<file path="config.mk">
export PLATFORM = sky130hd
export DESIGN_NAME = bsg_clk_dly_tune_ctrl
export DESIGN_NICKNAME = d
export VERILOG_FILES = /design/src/rtl/bsg_clk_dly_tune_pkg.sv /design/src/rtl/bsg_clk_dly_tune_timer.sv /design/src/rtl/bsg_clk_dly_tune_ctrl.sv
export SDC_FILE = /design/constraint.sdc
export NUM_CORES = 1
export LEC_CHECK = 0
export BUFFER_PORTS_ARGS = -buffer_cell sky130_fd_sc_hd__buf_2
export CAP_MARGIN = 20
export CORE_ASPECT_RATIO = 1.75
export CORE_MARGIN = 2
export CORE_UTILIZATION = 53
export DETAILED_ROUTE_END_ITERATION = 8
export PLACE_DENSITY = 0.8
export SYNTH_ARGS = -nofsm -noshare
export SYNTH_HDL_FRONTEND = slang
export SYNTH_HIERARCHICAL = 1
export SYNTH_SLANG_ARGS = --single-unit
</file>
<file path="constraint.sdc">
create_clock -name clk_i -period 3.6 [get_ports clk_i]
set_input_delay 0.54 -clock clk_i [delete_from_list [all_inputs] [get_ports clk_i]]
set_output_delay 0.54 -clock clk_i [all_outputs]
set_load 0.02 [all_outputs]
</file>
<file path="src/rtl/bsg_clk_dly_tune_pkg.sv">
// bsg_clk_dly_tune_pkg: shared state encodings, defaults and status layout for the delay-line tuning controller
package bsg_clk_dly_tune_pkg;
   typedef logic [2:0] state_t;
   localparam state_t IDLE_S   = 3'd0;
   localparam state_t APPLY_S  = 3'd1;
   localparam state_t CLEAR_S  = 3'd2;
   localparam state_t COUNT_S  = 3'd3;
   localparam state_t DRAIN_S  = 3'd4;
   localparam state_t SAMPLE_S = 3'd5;
   localparam state_t FINAL_S  = 3'd6;
   localparam int settle_cycles_def_lp = 8;
   typedef struct packed {
      logic        locked;
      logic        busy;
      logic [15:0] count;
   } tune_status_s;
endpackage

</file>
<file path="src/rtl/bsg_clk_dly_tune_timer.sv">
// bsg_clk_dly_tune_timer: loadable down-counter with zero flag, shared by all timed waits
module bsg_clk_dly_tune_timer #(
   parameter int width_p = 16
) (
   input  logic               clk_i,
   input  logic               reset_n_i,
   input  logic               load_i,
   input  logic [width_p-1:0] val_i,
   output logic               zero_o
);
   logic [width_p-1:0] cnt_q;
   assign zero_o = (cnt_q == '0);
   always_ff @(posedge clk_i or negedge reset_n_i)
      if (!reset_n_i) cnt_q <= '0;
      else if (load_i) cnt_q <= val_i;
      else if (!zero_o) cnt_q <= cnt_q - 1'b1;
endmodule

</file>
<file path="src/rtl/bsg_clk_dly_tune_ctrl.sv">
// bsg_clk_dly_tune_ctrl: SAR search of the oscillator code against a target divider count per window
module bsg_clk_dly_tune_ctrl
   import bsg_clk_dly_tune_pkg::*;
#(
   parameter int ctl_width_p     = 5,
   parameter int count_width_p   = 16,
   parameter int window_width_p  = 16,
   parameter int settle_cycles_p = settle_cycles_def_lp
) (
   input  logic                      clk_i,
   input  logic                      reset_n_i,
   input  logic                      start_i,
   input  logic [count_width_p-1:0]  target_i,
   input  logic [count_width_p-1:0]  tol_i,
   input  logic [window_width_p-1:0] window_i,
   input  logic [count_width_p-1:0]  div_count_i,
   output logic [ctl_width_p-1:0]    ctl_o,
   output logic                      ctl_v_o,
   output logic                      div_clear_o,
   output logic                      div_enable_o,
   output logic                      busy_o,
   output logic                      done_o,
   output logic                      locked_o,
   output logic [count_width_p-1:0]  count_o
);
   localparam int iw_lp = (ctl_width_p > 1) ? $clog2(ctl_width_p) : 1;
   localparam logic [window_width_p-1:0] settle_ld_lp = window_width_p'(settle_cycles_p - 1);

   state_t                    state_q, state_d;
   logic [ctl_width_p-1:0]    ctl_q, ctl_d;
   logic                      ctl_v_q, ctl_v_d, done_q, done_d, locked_q, locked_d;
   logic                      final_q, final_d, clear_q, enable_q;
   logic [iw_lp-1:0]          idx_q, idx_d;
   logic [count_width_p-1:0]  count_q, count_d, target_q, target_d, tol_q, tol_d;
   logic [window_width_p-1:0] window_q, window_d, load_val;
   logic                      load, zero;

   // higher count means the oscillator is too fast, so the trial bit is dropped
   logic                     over;
   logic [count_width_p:0]   diff;
   logic [ctl_width_p-1:0]   bit_w, kept;
   assign over  = div_count_i > target_q;
   assign diff  = over ? {1'b0, div_count_i} - {1'b0, target_q} : {1'b0, target_q} - {1'b0, div_count_i};
   assign bit_w = ctl_width_p'(1) << idx_q;
   assign kept  = over ? ctl_q & ~bit_w : ctl_q;

   bsg_clk_dly_tune_timer #(.width_p(window_width_p)) timer (
      .clk_i(clk_i), .reset_n_i(reset_n_i), .load_i(load), .val_i(load_val), .zero_o(zero)
   );

   always_comb begin
      state_d = state_q; ctl_d = ctl_q; ctl_v_d = 1'b0; done_d = 1'b0;
      locked_d = locked_q; count_d = count_q; idx_d = idx_q; final_d = final_q;
      target_d = target_q; tol_d = tol_q; window_d = window_q;
      load = 1'b0; load_val = settle_ld_lp;
      case (state_q)
         IDLE_S: if (start_i) begin
            target_d = target_i; tol_d = tol_i; window_d = window_i;
            ctl_d = ctl_width_p'(1) << (ctl_width_p - 1); idx_d = iw_lp'(ctl_width_p - 1);
            final_d = 1'b0; locked_d = 1'b0; ctl_v_d = 1'b1; load = 1'b1; state_d = APPLY_S;
         end
         APPLY_S, FINAL_S: if (zero) begin
            load = 1'b1; state_d = CLEAR_S;
         end
         CLEAR_S: if (zero) begin
            load = 1'b1;
            load_val = (window_q == '0) ? settle_ld_lp : window_q - 1'b1;
            state_d = (window_q == '0) ? DRAIN_S : COUNT_S;
         end
         COUNT_S: if (zero) begin
            load = 1'b1; state_d = DRAIN_S;
         end
         DRAIN_S: if (zero) state_d = SAMPLE_S;
         SAMPLE_S: begin
            count_d = div_count_i;
            if (final_q) begin
               locked_d = diff <= {1'b0, tol_q}; done_d = 1'b1; state_d = IDLE_S;
            end else begin
               ctl_d = (idx_q != '0) ? kept | (bit_w >> 1) : kept;
               idx_d = (idx_q != '0) ? idx_q - 1'b1 : idx_q;
               final_d = (idx_q == '0);
               state_d = (idx_q != '0) ? APPLY_S : FINAL_S;
               ctl_v_d = 1'b1; load = 1'b1;
            end
         end
         default: state_d = IDLE_S;
      endcase
   end

   always_ff @(posedge clk_i or negedge reset_n_i)
      if (!reset_n_i) begin
         state_q <= IDLE_S; ctl_q <= '0; ctl_v_q <= 1'b0; done_q <= 1'b0; locked_q <= 1'b0;
         count_q <= '0; idx_q <= iw_lp'(ctl_width_p - 1); final_q <= 1'b0;
         target_q <= '0; tol_q <= '0; window_q <= '0; clear_q <= 1'b0; enable_q <= 1'b0;
      end else begin
         state_q <= state_d; ctl_q <= ctl_d; ctl_v_q <= ctl_v_d; done_q <= done_d; locked_q <= locked_d;
         count_q <= count_d; idx_q <= idx_d; final_q <= final_d;
         target_q <= target_d; tol_q <= tol_d; window_q <= window_d;
         clear_q <= (state_d == CLEAR_S); enable_q <= (state_d == COUNT_S);
      end

   assign ctl_o        = ctl_q;
   assign ctl_v_o      = ctl_v_q;
   assign div_clear_o  = clear_q;
   assign div_enable_o = enable_q;
   assign busy_o       = (state_q != IDLE_S);
   assign done_o       = done_q;
   assign locked_o     = locked_q;
   assign count_o      = count_q;
endmodule
</file>
==> out/results.tsv <==
metric	value	unit
Critical Path RT	3860	ps
initial antenna violation count	0	
Mapped Avg Cell Area	8.47	um^2
Worst slew margin	47.8	%
Worst-Margin Slew	784	ps
clock buffer depth	2	
Max-Cap Viols	0	
period utilization	110	%
Final Non-Filler Cells	1118	
RSZ-0062 raised after global routing	yes	
Final Hold Viols	0	
fmax	0.253	GHz
CP Launch Type	flip-flop	
final worst slack	-346	ps
Worst Setup End Kind	flip-flop	
largest stage delay on the critical path	410	ps
Residual DRC	0	
first-pass iteration count of the detailed router	5	
Min-Delay Path Class	in -> async	
via count	6179	
TNS Setup	-346	ps
status	finished with violations	
Worst R2R Start	target_q[8]	
CTS sink cnt	97	
DR iter-0 viols	327	
Num CTS Buffers	9	
Final min period	3950	ps
first-pass GRT wire length	28200	um
H-tree Lvls	3	
hold buffers post-CTS	0	
Routed Antenna Nets	0	
post-DP HPWL	13300	um
layout cell share with drive strength beyond 1	28.1	%
Initial Utilization	53.8	%
Syn. warnings	6	
Clock Skews	7.79	ps
Gate Count Post-Synth	781	
Register-to-Register Setup Slack	-350	ps
critical path depth in cells	17	
Seq/Total Area, Yosys	36.7	%
gp weighted congestion	0.943	
Worst Path Max Fanout	6	
crit path cell chain	ha_4, nand4_1, buf_4, nor4_4, mux2i_2, o31ai_4, buf_6, mux2_2, o211ai_1, a221oi_2, xnor2_1, ha_1, nand4_1, o32a_1, o41ai_2, o211ai_1, o22ai_1	
Clk pin slew, worst setup/hold paths	70	ps
core area	12300	um^2
largest net degree at the start of global routing	86	
Die Y	152	um
prevailing post-synth register cell	dfrtp_1	
Inserted Diodes	0	
CP bufs+invs	2	
Die Wd	88.4	um
max-slew violation count	0	
failing checks	negative setup slack	
DRT Wirelength	17800	um
Worst R2R End	locked_o	
layout net count	1069	
num ports	94	
CTS tree	done	
Post-synth EDFFs	0	
final setup vio count	1	
Overflow after GRT	0	
vias in the first global route	6320	
std cell rows	54	
power density over the cells	885	nW/um^2
P&R area growth vs syn	26.9	%
IO buf count	93	
worst reg2reg path depth	17	
CP Class	reg -> reg	
FFs w/ async S/R, synth	100	%
slowest cell on the critical path	dfrtp_1	
Post-Syn Area	6610	um^2
DIE AREA	13400	um^2
vias per inst	5.53	
CP top delay family	compound AO/OA/AOI/OAI gates	
#FFs+latches synth	97	
post-synthesis cell type count	77	
Root Driver	clkbuf_16	
P_leak	4.04	nW
Peak supply drop	453	uV
Skew-Pair Late Insertion Delay	350	ps
Worst Path Arrival	4200	ps
Placed Cells	1090	
Post-Syn Nets	905	
GRT Util Overall	27.1	%
WL/cell	15.9	um
placed cells by master (no fill, tap or decap), types with 6 or more instances in the layout:
| cell type | n |
|---|---|
| nor2_1 | 55 |
| ha_4 | 8 |
| or3_1 | 6 |
| nand3_1 | 11 |
| a21o_1 | 11 |
| nand2b_1 | 7 |
| inv_1 | 58 |
| ha_1 | 45 |
| xnor2_1 | 28 |
| nand2_1 | 146 |
| nor4_1 | 9 |
| mux2i_1 | 11 |
| o21ai_0 | 70 |
| nor2b_1 | 10 |
| buf_4 | 95 |
| dfrtp_1 | 96 |
| clkbuf_16 | 9 |
| buf_2 | 92 |
| xor2_1 | 10 |
| nor3_1 | 13 |
| a21oi_1 | 35 |
flip-flops by register name, summed over array words and instances, names as in the netlist:
| signal | flops |
|---|---|
| ctl_o | 5 |
| window_q | 16 |
| locked_o | 1 |
| div_clear_o | 1 |
| div_enable_o | 1 |
| ctl_v_o | 1 |
| done_o | 1 |
| state_q | 3 |
| final_q | 1 |
| tol_q | 16 |
| timer/cnt_q | 16 |
| count_o | 16 |
| idx_q | 3 |
| target_q | 16 |
synthesized netlist by cell type, drive strengths merged (2+ instances only):
master  number  share of area [%]
nand2      147                8.4
dfrtp       96                 36
o21ai       76                5.8
inv         63                3.6
nor2        56                3.3
ha          55                 10
a21oi       40                3.1
xnor2       28                3.7
clkbuf      24                1.4
nor3        16                1.4
mux2i       14                2.2
buf         13                1.4
nand3       12               0.91
a21o        11                1.2
nor4        11                1.3
nor2b       10               0.95
xor2        10                1.3
nand2b       7               0.66
or3          7               0.74
mux2         6                1.0
nand4        6               0.76
o31ai        6               0.76
nand3b       5               0.57
or2          5               0.47
a211oi       4               0.53
o21a         4               0.47
o21bai       4               0.45
a31oi        3               0.47
nor3b        3               0.42
o211ai       3               0.34
o311ai       3               0.78
o41ai        3               0.40
or4          3               0.34
and3         2               0.19
fa           2               0.61
nor4b        2               0.26
o221ai       2               0.26
o22ai        2               0.19
worst max path at each step:
stage,from,to,slack (ps)
floorplan,div_count_i[14],locked_o,-210
global placement,div_count_i[11],locked_o,-710
detailed placement,div_count_i[11],locked_o,-750
CTS,target_q[8],locked_o,-230
global route,target_q[10],locked_o,-500
finish,target_q[8],locked_o,-350
routing by layer:
layer	part of all wire (%)	global-route usage [%]	routed length [um]	vias to the layer above
met5	0	0	0	-
met4	5.8	15.6	1030	0
met3	3.7	3.30	665	76
met2	55	51.8	9770	203
met1	35	27.2	6290	2925
li1	-	-	-	2975
layout make-up:
| class | instances | area [um^2] |
|---|---|---|
| flip-flops and latches | 97 | 2430 |
| inverters | 63 | 249 |
| well taps | 168 | 210 |
| clock inverters | 1 | 8.76 |
| repair buffers | 190 | 1220 |
| clock buffers | 15 | 278 |
| fillers | 1051 | 3910 |
| multi-input cells | 584 | 4000 |
power breakdown:
group / internal (W) / leakage, nW / switching [W]
Sequential: 0.00147 / 1.20 / 0.000324
Clock: 0.000528 / 0.140 / 0.000410
Combinational: 0.00227 / 2.70 / 0.00241
kinds of logic after synthesis:
| group | count (synthesis) | share of synthesized area [%] |
|---|---|---|
| compound gates | 172 | 16.4 |
| fa+ha+maj | 57 | 11.0 |
| xor+xnor | 38 | 5.03 |
| flops | 97 | 36.7 |
| buf+inv | 100 | 6.34 |
| mux | 20 | 3.20 |
| simple gates | 297 | 21.3 |
worst register-to-register path: cells and delay by family (launching register included):
family	cells	cell delay [ps]
simple gates	3	530
fa+ha+maj	2	620
mux	2	560
buf+inv	2	350
flops	1	410
compound gates	7	1250
xor+xnor	1	160
what timing repair did:
action                                  CTS  global route
resized for setup                        17             4
endpoints found under the setup margin    1             1
endpoints found under the hold margin     0             0
setup buffers                            11             1
pin swaps                                10             0
per-stage QoR:
step	power, W	setup WS, ps	area, um^2	hold WS (ps)	utilization, %
after floorplan	0.00479	-215	6800	244	-
after global placement	0.00600	-706	7910	458	64.3
after detailed placement	0.00615	-750	7910	465	64.3
after CTS	0.00734	-228	8370	257	68.1
after global routing	0.00800	-503	8390	290	68.2
final	0.00742	-346	8390	225	68.2
Power figures use the tool's default switching activity.
